## src/rtl/arb_grant_sequencer_if.sv

```systemverilog
// Purpose : handshake/bus bundle between the grant sequencer, its masters and the arbiter.
// Latency : none; this is a wiring bundle only.
// Backpressure: none; grant hold and early release are carried by gnt_valid_o / gnt_done_i.
// Ports   : req_pulse_i (strobes in), arb_req_o/arb_gnt_i (arbiter loop),
//           gnt_o/gnt_valid_o/gnt_done_i (held grant), req_drop_o (lost duplicate).
interface arb_grant_sequencer_if #(
    parameter int NUM_PORTS = 4
);
    logic [NUM_PORTS-1:0] req_pulse_i;
    logic [NUM_PORTS-1:0] arb_req_o;
    logic [NUM_PORTS-1:0] arb_gnt_i;
    logic [NUM_PORTS-1:0] gnt_o;
    logic                 gnt_valid_o;
    logic                 gnt_done_i;
    logic                 req_drop_o;

    // Sequencer side.
    modport slave (
        input  req_pulse_i,
        input  arb_gnt_i,
        input  gnt_done_i,
        output arb_req_o,
        output gnt_o,
        output gnt_valid_o,
        output req_drop_o
    );

    // Environment side: masters plus the arbiter.
    modport master (
        output req_pulse_i,
        output arb_gnt_i,
        output gnt_done_i,
        input  arb_req_o,
        input  gnt_o,
        input  gnt_valid_o,
        input  req_drop_o
    );
endinterface

```

## src/rtl/arb_grant_sequencer.sv

```systemverilog
// Purpose : sticky request collection and grant hold in front of a fixed-priority arbiter.
// Latency : strobe at edge N -> arb_req_o after N -> grant captured at edge N+1; grants last
//           HOLD_CYCLES cycles (or fewer on gnt_done_i), with >=1 idle cycle between grants.
// Backpressure: none on strobes; a strobe for an already pending port is dropped and flagged.
// Ports   : clk, reset (async active-low), bus (slave modport of arb_grant_sequencer_if).
module arb_grant_sequencer #(
    parameter int NUM_PORTS   = 4,
    parameter int HOLD_CYCLES = 4
) (
    input  logic                  clk,
    input  logic                  reset,
    arb_grant_sequencer_if.slave  bus
);
    localparam int CNT_W = $clog2(HOLD_CYCLES + 1);
    localparam logic [CNT_W-1:0] CNT_LOAD = CNT_W'(HOLD_CYCLES - 1);
    localparam logic [CNT_W-1:0] CNT_ONE  = CNT_W'(1);

    typedef enum logic {
        ST_IDLE  = 1'b0,
        ST_GRANT = 1'b1
    } state_t;

    state_t               r_state;
    state_t               w_state_nxt;
    logic [NUM_PORTS-1:0] r_pending;
    logic [NUM_PORTS-1:0] w_pending_nxt;
    logic [NUM_PORTS-1:0] r_gnt;
    logic [NUM_PORTS-1:0] w_gnt_nxt;
    logic                 r_gnt_vld;
    logic                 w_gnt_vld_nxt;
    logic                 r_drop;
    logic                 w_drop_nxt;
    logic [CNT_W-1:0]     r_cnt;
    logic [CNT_W-1:0]     w_cnt_nxt;
    logic [NUM_PORTS-1:0] w_cap;
    logic [NUM_PORTS-1:0] w_clr;

    // Only pending ports can be captured; a grant for a non-pending port is ignored.
    // A multi-hot grant from the arbiter passes through unchanged.
    assign w_cap = bus.arb_gnt_i & r_pending;

    // Next-state and grant outputs.
    always_comb begin
        w_state_nxt   = r_state;
        w_gnt_nxt     = r_gnt;
        w_gnt_vld_nxt = r_gnt_vld;
        w_cnt_nxt     = r_cnt;
        w_clr         = '0;
        case (r_state)
            ST_IDLE: begin
                w_gnt_nxt     = '0;
                w_gnt_vld_nxt = 1'b0;
                if (|w_cap) begin
                    w_gnt_nxt     = w_cap;
                    w_gnt_vld_nxt = 1'b1;
                    w_clr         = w_cap;
                    w_cnt_nxt     = CNT_LOAD;
                    w_state_nxt   = ST_GRANT;
                end
            end
            ST_GRANT: begin
                // Counter holds the remaining grant cycles after this one.
                if ((r_cnt == '0) || bus.gnt_done_i) begin
                    w_gnt_nxt     = '0;
                    w_gnt_vld_nxt = 1'b0;
                    w_state_nxt   = ST_IDLE;
                end else begin
                    w_cnt_nxt = r_cnt - CNT_ONE;
                end
            end
            default: begin
                w_gnt_nxt     = '0;
                w_gnt_vld_nxt = 1'b0;
                w_state_nxt   = ST_IDLE;
            end
        endcase
    end

    // A strobe coinciding with the clear of its own port re-pends it (set wins),
    // so only strobes that hit a pending bit that stays pending are lost.
    always_comb begin
        w_pending_nxt = (r_pending & ~w_clr) | bus.req_pulse_i;
        w_drop_nxt    = |(bus.req_pulse_i & r_pending & ~w_clr);
    end

    always_ff @(posedge clk or negedge reset) begin
        if (!reset) begin
            r_state   <= ST_IDLE;
            r_pending <= '0;
            r_gnt     <= '0;
            r_gnt_vld <= 1'b0;
            r_drop    <= 1'b0;
            r_cnt     <= '0;
        end else begin
            r_state   <= w_state_nxt;
            r_pending <= w_pending_nxt;
            r_gnt     <= w_gnt_nxt;
            r_gnt_vld <= w_gnt_vld_nxt;
            r_drop    <= w_drop_nxt;
            r_cnt     <= w_cnt_nxt;
        end
    end

    assign bus.arb_req_o   = r_pending;
    assign bus.gnt_o       = r_gnt;
    assign bus.gnt_valid_o = r_gnt_vld;
    assign bus.req_drop_o  = r_drop;
endmodule

```

## src/flat_wrapper.sv

```systemverilog
// flat-port wrapper written by rule: the top's interface ports become plain ports
module arb_grant_sequencer_flat 
#(
    parameter int NUM_PORTS   = 4,
    parameter int HOLD_CYCLES = 4
)
  (clk, reset, bus_req_pulse_i, bus_arb_gnt_i, bus_gnt_done_i, bus_arb_req_o, bus_gnt_o, bus_gnt_valid_o, bus_req_drop_o);
  arb_grant_sequencer_if #(.NUM_PORTS(NUM_PORTS)) bus_i ();
  input  logic clk;
  input  logic reset;
  input wire logic [$bits(bus_i.req_pulse_i)-1:0] bus_req_pulse_i;
  input wire logic [$bits(bus_i.arb_gnt_i)-1:0] bus_arb_gnt_i;
  input wire logic [$bits(bus_i.gnt_done_i)-1:0] bus_gnt_done_i;
  output wire logic [$bits(bus_i.arb_req_o)-1:0] bus_arb_req_o;
  output wire logic [$bits(bus_i.gnt_o)-1:0] bus_gnt_o;
  output wire logic [$bits(bus_i.gnt_valid_o)-1:0] bus_gnt_valid_o;
  output wire logic [$bits(bus_i.req_drop_o)-1:0] bus_req_drop_o;
  assign bus_i.req_pulse_i = bus_req_pulse_i;
  assign bus_i.arb_gnt_i = bus_arb_gnt_i;
  assign bus_i.gnt_done_i = bus_gnt_done_i;
  assign bus_arb_req_o = bus_i.arb_req_o;
  assign bus_gnt_o = bus_i.gnt_o;
  assign bus_gnt_valid_o = bus_i.gnt_valid_o;
  assign bus_req_drop_o = bus_i.req_drop_o;
  arb_grant_sequencer #(.NUM_PORTS(NUM_PORTS), .HOLD_CYCLES(HOLD_CYCLES)) u_core (.clk(clk), .reset(reset), .bus(bus_i));
endmodule
```

## config.mk

```make
export PLATFORM = sky130hd
export DESIGN_NAME = arb_grant_sequencer_flat
export DESIGN_NICKNAME = d
export VERILOG_FILES = /design/src/rtl/arb_grant_sequencer_if.sv /design/src/rtl/arb_grant_sequencer.sv /design/src/flat_wrapper.sv
export SDC_FILE = /design/constraint.sdc
export NUM_CORES = 1
export LEC_CHECK = 0
export CORE_AREA = 2 2 39 41
export CTS_BUF_LIST = sky130_fd_sc_hd__clkbuf_2 sky130_fd_sc_hd__clkbuf_4 sky130_fd_sc_hd__clkbuf_8
export DETAILED_ROUTE_END_ITERATION = 16
export DIE_AREA = 0 0 41 43
export MAX_ROUTING_LAYER = met4
export PLACE_DENSITY = 0.94
export SYNTH_ARGS = -nofsm -noshare
export SYNTH_HDL_FRONTEND = slang
export SYNTH_SLANG_ARGS = --single-unit
```

## constraint.sdc

```tcl
create_clock -name clk -period 2.45 [get_ports clk]
set_input_delay 0.49 -clock clk [delete_from_list [all_inputs] [get_ports clk]]
set_output_delay 0.49 -clock clk [all_outputs]
set_load 0.005 [all_outputs]
```

==> results of run 1 <==
## worst paths after layout
check | slack (ps) | start | to | cells past startpoint
worst max-delay path | 750 | u_core.bus.arb_req_o[1]$_DFF_PN0_ | bus_arb_req_o[1] | 1
worst min-delay path | 480 | u_core.bus.gnt_valid_o$_DFFE_PN0P_ | u_core.bus.gnt_valid_o$_DFFE_PN0P_ | 2
worst max register to register | 820 | u_core.r_cnt[0]$_DFFE_PN0P_ | u_core.r_cnt[2]$_DFFE_PN0P_ | 6
worst min register to register | 480 | u_core.bus.gnt_valid_o$_DFFE_PN0P_ | u_core.bus.gnt_valid_o$_DFFE_PN0P_ | 2
max in group asynchronous | 1450 | reset | u_core.bus.arb_req_o[2]$_DFF_PN0_ | 1
min in group asynchronous | 600 | reset | u_core.bus.gnt_valid_o$_DFFE_PN0P_ | 1
## state kept, by name, summed over array words and instances, names as in the netlist
name and flops:
u_core.r_cnt 3, u_core.bus.gnt_valid_o 1, u_core.bus.req_drop_o 1, u_core.r_state 1, u_core.bus.gnt_o 4, u_core.bus.arb_req_o 4
## cells in the final DEF, fill, tap and decap left out
cell type / n
or2b_1: 1
dfrtp_1: 14
nor2_1: 1
mux2i_1: 1
nor4_1: 1
or3b_1: 1
clkbuf_4: 3
o21ai_1: 1
and3_1: 1
o211ai_1: 1
nand4_1: 1
a21o_1: 4
clkdlybuf4s50_1: 20
nand2b_1: 4
ha_1: 2
a22o_1: 2
nand2_1: 6
inv_1: 4
nand3_1: 4
nor3b_2: 1
a32o_1: 4
## power by group through the flow
stage	registers (mW)	logic, mW	clock network, mW
global route	0.392	0.387	0.141
floorplan	0.371	0.182	0
detailed placement	0.380	0.347	0
CTS	0.376	0.348	0.128
global placement	0.377	0.336	0
finish	0.376	0.343	0.122
## synth_stat cells
library cell and count:
o21ai_1 1, and3_1 1, nand4_1 1, or2b_1 1
nor3b_2 1, dfrtp_1 14, buf_2 1, nor4_1 1
or3b_1 1, nand3_1 4, a22o_1 2, a32o_1 4
nand2_1 6, inv_1 4, mux2i_1 1, o211ai_1 1
nor2_1 1, ha_1 2, nand2b_1 4, a21o_1 4
## kinds of logic (layout without fill, tap and decap cells)
logic type / count (synthesis) / count (layout)
muxes: 1 / 1
adders and majority gates: 2 / 2
AOI/OAI and AO/OA: 12 / 12
and+or+nand+nor: 21 / 21
DFF: 14 / 14
buffers and inverters: 5 / 27
## stage by stage
step,instance area (sq um),util,power (mW),cells,setup WS (ps)
6_report,862,0.623,0.841,93,746
5_1_grt,862,0.623,0.921,93,673
4_1_cts,862,0.623,0.853,93,734
3_5_place_dp,840,0.607,0.727,90,718
3_3_place_gp,840,0.607,0.712,90,742
2_1_floorplan,624,-,0.554,55,884
## routing by layer
| layer | share of wire | GRT usage | routed length, um | vias up |
|---|---|---|---|---|
| met5 | 0 | - | 0 | - |
| met4 | 0.0033 | 0.0800 | 4 | 0 |
| li1 | - | - | - | 243 |
| met2 | 0.53 | 0.281 | 633 | 10 |
| met1 | 0.42 | 0.216 | 505 | 239 |
| met3 | 0.048 | 0.0314 | 57 | 2 |
## tightest hold or removal path: cells and delay by family, from the launching register on
kind / cells / cell delay [ps]
flops: 1 / 350
simple gates: 2 / 100
## layout make-up
cell class                      count  area [sq um]  area share
Clock buffer                        3          22.5      0.0261
Inverter                            4          15.0      0.0174
Multi-Input combinational cell     36           254       0.295
Sequential cell                    14           350       0.406
Tap cell                           16          20.0      0.0232
Timing Repair Buffer               20           200       0.232
==> results.toml, run 1 <==
[power]
power_density_nw_per_um2 = 975
p_comb_frac = 0.408
p_leak_nw = 0.391
p_seq_frac = 0.447
clock_power_share = 0.145
p_switching_mw = 0.264
peakVddDrop_mv = 0.464
p_int_mw = 0.576
p_sw_frac = 0.314

[synthesis]
avgSynthCellArea_sq_um = 11.4
yosys-top-cells-area = "dfrtp_1 (56%), a32o_1 (6.4%), a21o_1 (4.8%)"
synth_xor_xnor_area_share = 0
yosys.area.top_type = "dfrtp_1"
synth_cell_type_count = 20
ys_ff_latch = 14
synth_top_area_share = 0.561
yosys_warnings = 0
syn-num-nets = 68
yosys.area_share.adder = 0.0401
synth_cells = 55
synthSimpleGateAreaFrac = 0.190
synthMuxAreaShare = 0.0160
synth_top_family_by_area = "simple AND/OR/NAND/NOR gates"
ys_seq_area_frac = 0.561
synth_compound_area_frac = 0.160
netlist_area_sq_um = 624

[grt]
gr-usage-all-layers = 0.179
grt_pass1_vias = 496
grt_max_degree = 15
grt.overflow.total = 0
grt_pass1_wl_um = 2080
antenna_found_initial = 0

[sta]
whs_ps = 480
slew_violations = 0
fin_crit_ps = 1700
max_freq_mhz = 587
setup_tns_ps = 0
finalClockSkew_ps = 2.85
worstMarginPinSlew_ps = 610
hold_viol_final = 0
rsz0062_at_grt = "false"
relSlewSlack = 0.592
timing.final.crit_share = 0.695
setup_viol = 0

[setup_path]
path_buf_inv = 1
slowest_stage = "clkdlybuf4s50_1"
crit_arrival_ps = 1210
critPathMaxStageDelay_ps = 530
crit_family = "buffers and inverters"
cp_cell_sequence = "clkdlybuf4s50_1"
cp-end-kind = "primary output"
startpoint_type = "register"
crit_fanout = 5
required_ps = 1960
worstSetupPathType = "reg -> out"

[layout]
drive_gt1_frac = 0.0519
diodes = 0
area_growth_pct = 38.1
final_nets = 92
fill_cells = 118

[route]
drt_iter0_markers = 6
vias_per_cell = 5.31
ant_nets = 0
drc = 0
drt_first_pass_iters = 3
vias = 494
wl_um = 1200
avgRoutedWirePerCell_um = 12.9

[floorplanning]
die_x_um = 41
core-area_sq_um = 1380
dieArea_sq_um = 1760
rows = 14
initial_core_util = 0.451
dieHeight_um = 43
io_pins = 21

[clock_tree]
clockBufferDepth = 2
postCtsHoldBufs = 0
cts-root-buf = "clkbuf_4"
cts_setup_buffers = 0
clk_pin_slew_ps = 80
clock_latency_ps = 270
htreeDepth = 1
cts_tree = "done"
cts_buffers = 3
cts_sinks = 14
cts_resized = 0

[placement]
routabilityCongestion = 0.696
io_buffer_count = 20
dp_hpwl_um = 922

[flow_run]
drv_cap = 0

[min_path]
hold_class = "reg -> reg"

[status]
status = "complete, no violations"
Note: power is estimated with default switching activity, not from simulation.
==> run 2: changes to the inputs <==
CORE_AREA = unset   (was 2 2 39 41)
CORE_MARGIN = 2   (was unset)
CORE_UTILIZATION = 41   (was unset)
DIE_AREA = unset   (was 0 0 41 43)
PLACE_DENSITY = 0.88   (was 0.94)
clock period = 1.35 ns   (was 2.45 ns; I/O delays follow)
==> results.toml, run 2 (synthesis results as in run 1) <==
[route]
met1Wirelength_um = 668
avgRoutedWirePerCell_um = 15.0
vias = 605
wl_met2_um = 999
ant_nets = 0
drt_iter0_markers = 11
wl_um = 1740
vias_per_cell = 5.22
route.met3.wl_um = 63
drt_first_pass_iters = 4
highest_layer = "met4"
drc = 0

[layout]
fin_util = 0.739
final_nets = 114
final_common_cell = "buf_4"
diodes = 0
area_growth_pct = 74.1
ff_latch_area_sq_um = 350
drive_gt1_frac = 0.340
fill_cells = 112
multiInputGateArea_sq_um = 309
most-common-layout-cells = "buf_4 (21), dfrtp_1 (14), clkdlybuf4s50_1 (10), dlygate4sd2_1 (10), nand2_1 (5)"
stdcell_area_sq_um = 1090

[clock_tree]
cts_tree = "done"
cts-root-buf = "clkbuf_4"
clk_pin_slew_ps = 90
postCtsHoldBufs = 0
htreeDepth = 1
clockBufferDepth = 2
cts_buffers = 3
clock_latency_ps = 280
cts_sinks = 14

[grt]
grt_pass1_vias = 624
grt_max_degree = 15
antenna_found_initial = 0
gr-usage-all-layers = 0.210
grt_pass1_wl_um = 2690
grt.overflow.total = 0

[setup_path]
cp-end-kind = "register"
crit_arrival_ps = 1690
required_ps = 1520
worstSetupPathType = "reg -> reg"
crit_fanout = 5
startpoint_type = "register"

[floorplanning]
io_pins = 21
dieHeight_um = 43.0
dieArea_sq_um = 1850
core-area_sq_um = 1470
rows = 14
die_x_um = 43.0
initial_core_util = 0.424

[power]
p_switching_mw = 0.657
p_int_mw = 1.33
p_comb_frac = 0.518
p_seq_frac = 0.327
peakVddDrop_mv = 0.861
p_sw_frac = 0.331
p_leak_nw = 0.517
clock_power_share = 0.155
power_density_nw_per_um2 = 1830

[sta]
max_freq_mhz = 657
setup_tns_ps = -845
hold_viol_final = 0
relSlewSlack = 0.864
setup_viol = 8
timing.final.crit_share = 1.13
rsz0062_at_grt = "true"
slew_violations = 0
setup_ws_ps = -173
finalClockSkew_ps = 4.05
worstMarginPinSlew_ps = 202
fin_crit_ps = 1520

[flow_run]
drv_cap = 0

[placement]
io_buffer_count = 20
dp_hpwl_um = 1100
routabilityCongestion = 0.786
post_dp_cell_area_sq_um = 912

[min_path]
hold_class = "in -> async"

[status]
violations = "setup timing"
status = "finished, violations left"
==> run 2: power by group through the flow <==
stage | Combinational (mW) | Sequential, mW | Clock, mW
after floorplan | 0.333 | 0.674 | 0
after global placement | 0.718 | 0.669 | 0
after detailed placement | 0.751 | 0.677 | 0
after CTS | 0.909 | 0.644 | 0.307
after global routing | 1.10 | 0.661 | 0.327
final | 1.03 | 0.650 | 0.307
==> run 2: critical path, cell delays in order (launching register included) <==
cell     delay, ps
dfrtp_1        390
inv_2           70
ha_4           170
ha_4           150
or3b_4         400
mux2i_1        170
nor2_1          60
==> run 2: through the flow <==
| step | power, mW | hold slack (ps) | cells | setup slack, ps |
|---|---|---|---|---|
| 3_5_place_dp | 1.43 | 486 | 99 | -178 |
| 3_3_place_gp | 1.39 | 459 | 99 | -152 |
| 2_1_floorplan | 1.01 | -25.6 | 55 | -146 |
| 6_report | 1.99 | 293 | 116 | -173 |
| 4_1_cts | 1.86 | 297 | 113 | -140 |
| 5_1_grt | 2.09 | 301 | 116 | -192 |
==> run 2: cell type report <==
type,count,share of cell area
timing repair buffer,42,0.328
clock buffer,4,0.0334
multi-input combinational,36,0.284
sequential,14,0.322
inverter,4,0.0138
tap,16,0.0184
==> run 2: timing repair <==
item,CTS,global route
pin swaps,12,4
gates resized for setup,16,4
setup endpoints to repair,15,9
buffers inserted,10,3
==> run 2: path summary, 6_finish.rpt <==
| kind | startpoint | to | slack (ps) | cells after the start |
|---|---|---|---|---|
| setup / recovery | u_core.r_cnt[0]$_DFFE_PN0P_ | u_core.r_cnt[0]$_DFFE_PN0P_ | -170 | 6 |
| max in group asynchronous | reset | u_core.bus.req_drop_o$_DFF_PN0_ | 890 | 2 |
| setup reg to reg | u_core.r_cnt[0]$_DFFE_PN0P_ | u_core.r_cnt[0]$_DFFE_PN0P_ | -170 | 6 |
| min in group clk | u_core.bus.gnt_o[2]$_DFFE_PN0P_ | u_core.bus.gnt_o[2]$_DFFE_PN0P_ | 500 | 1 |
| hold reg to reg | u_core.bus.gnt_o[2]$_DFFE_PN0P_ | u_core.bus.gnt_o[2]$_DFFE_PN0P_ | 500 | 1 |
| hold / removal | reset | u_core.bus.gnt_valid_o$_DFFE_PN0P_ | 290 | 2 |
==> run 2: layer usage <==
metal,global-route usage,vias to the layer above
li1,-,288
met1,0.213,299
met2,0.385,16
met3,0.0340,2
met4,0.103,0
met5,-,-
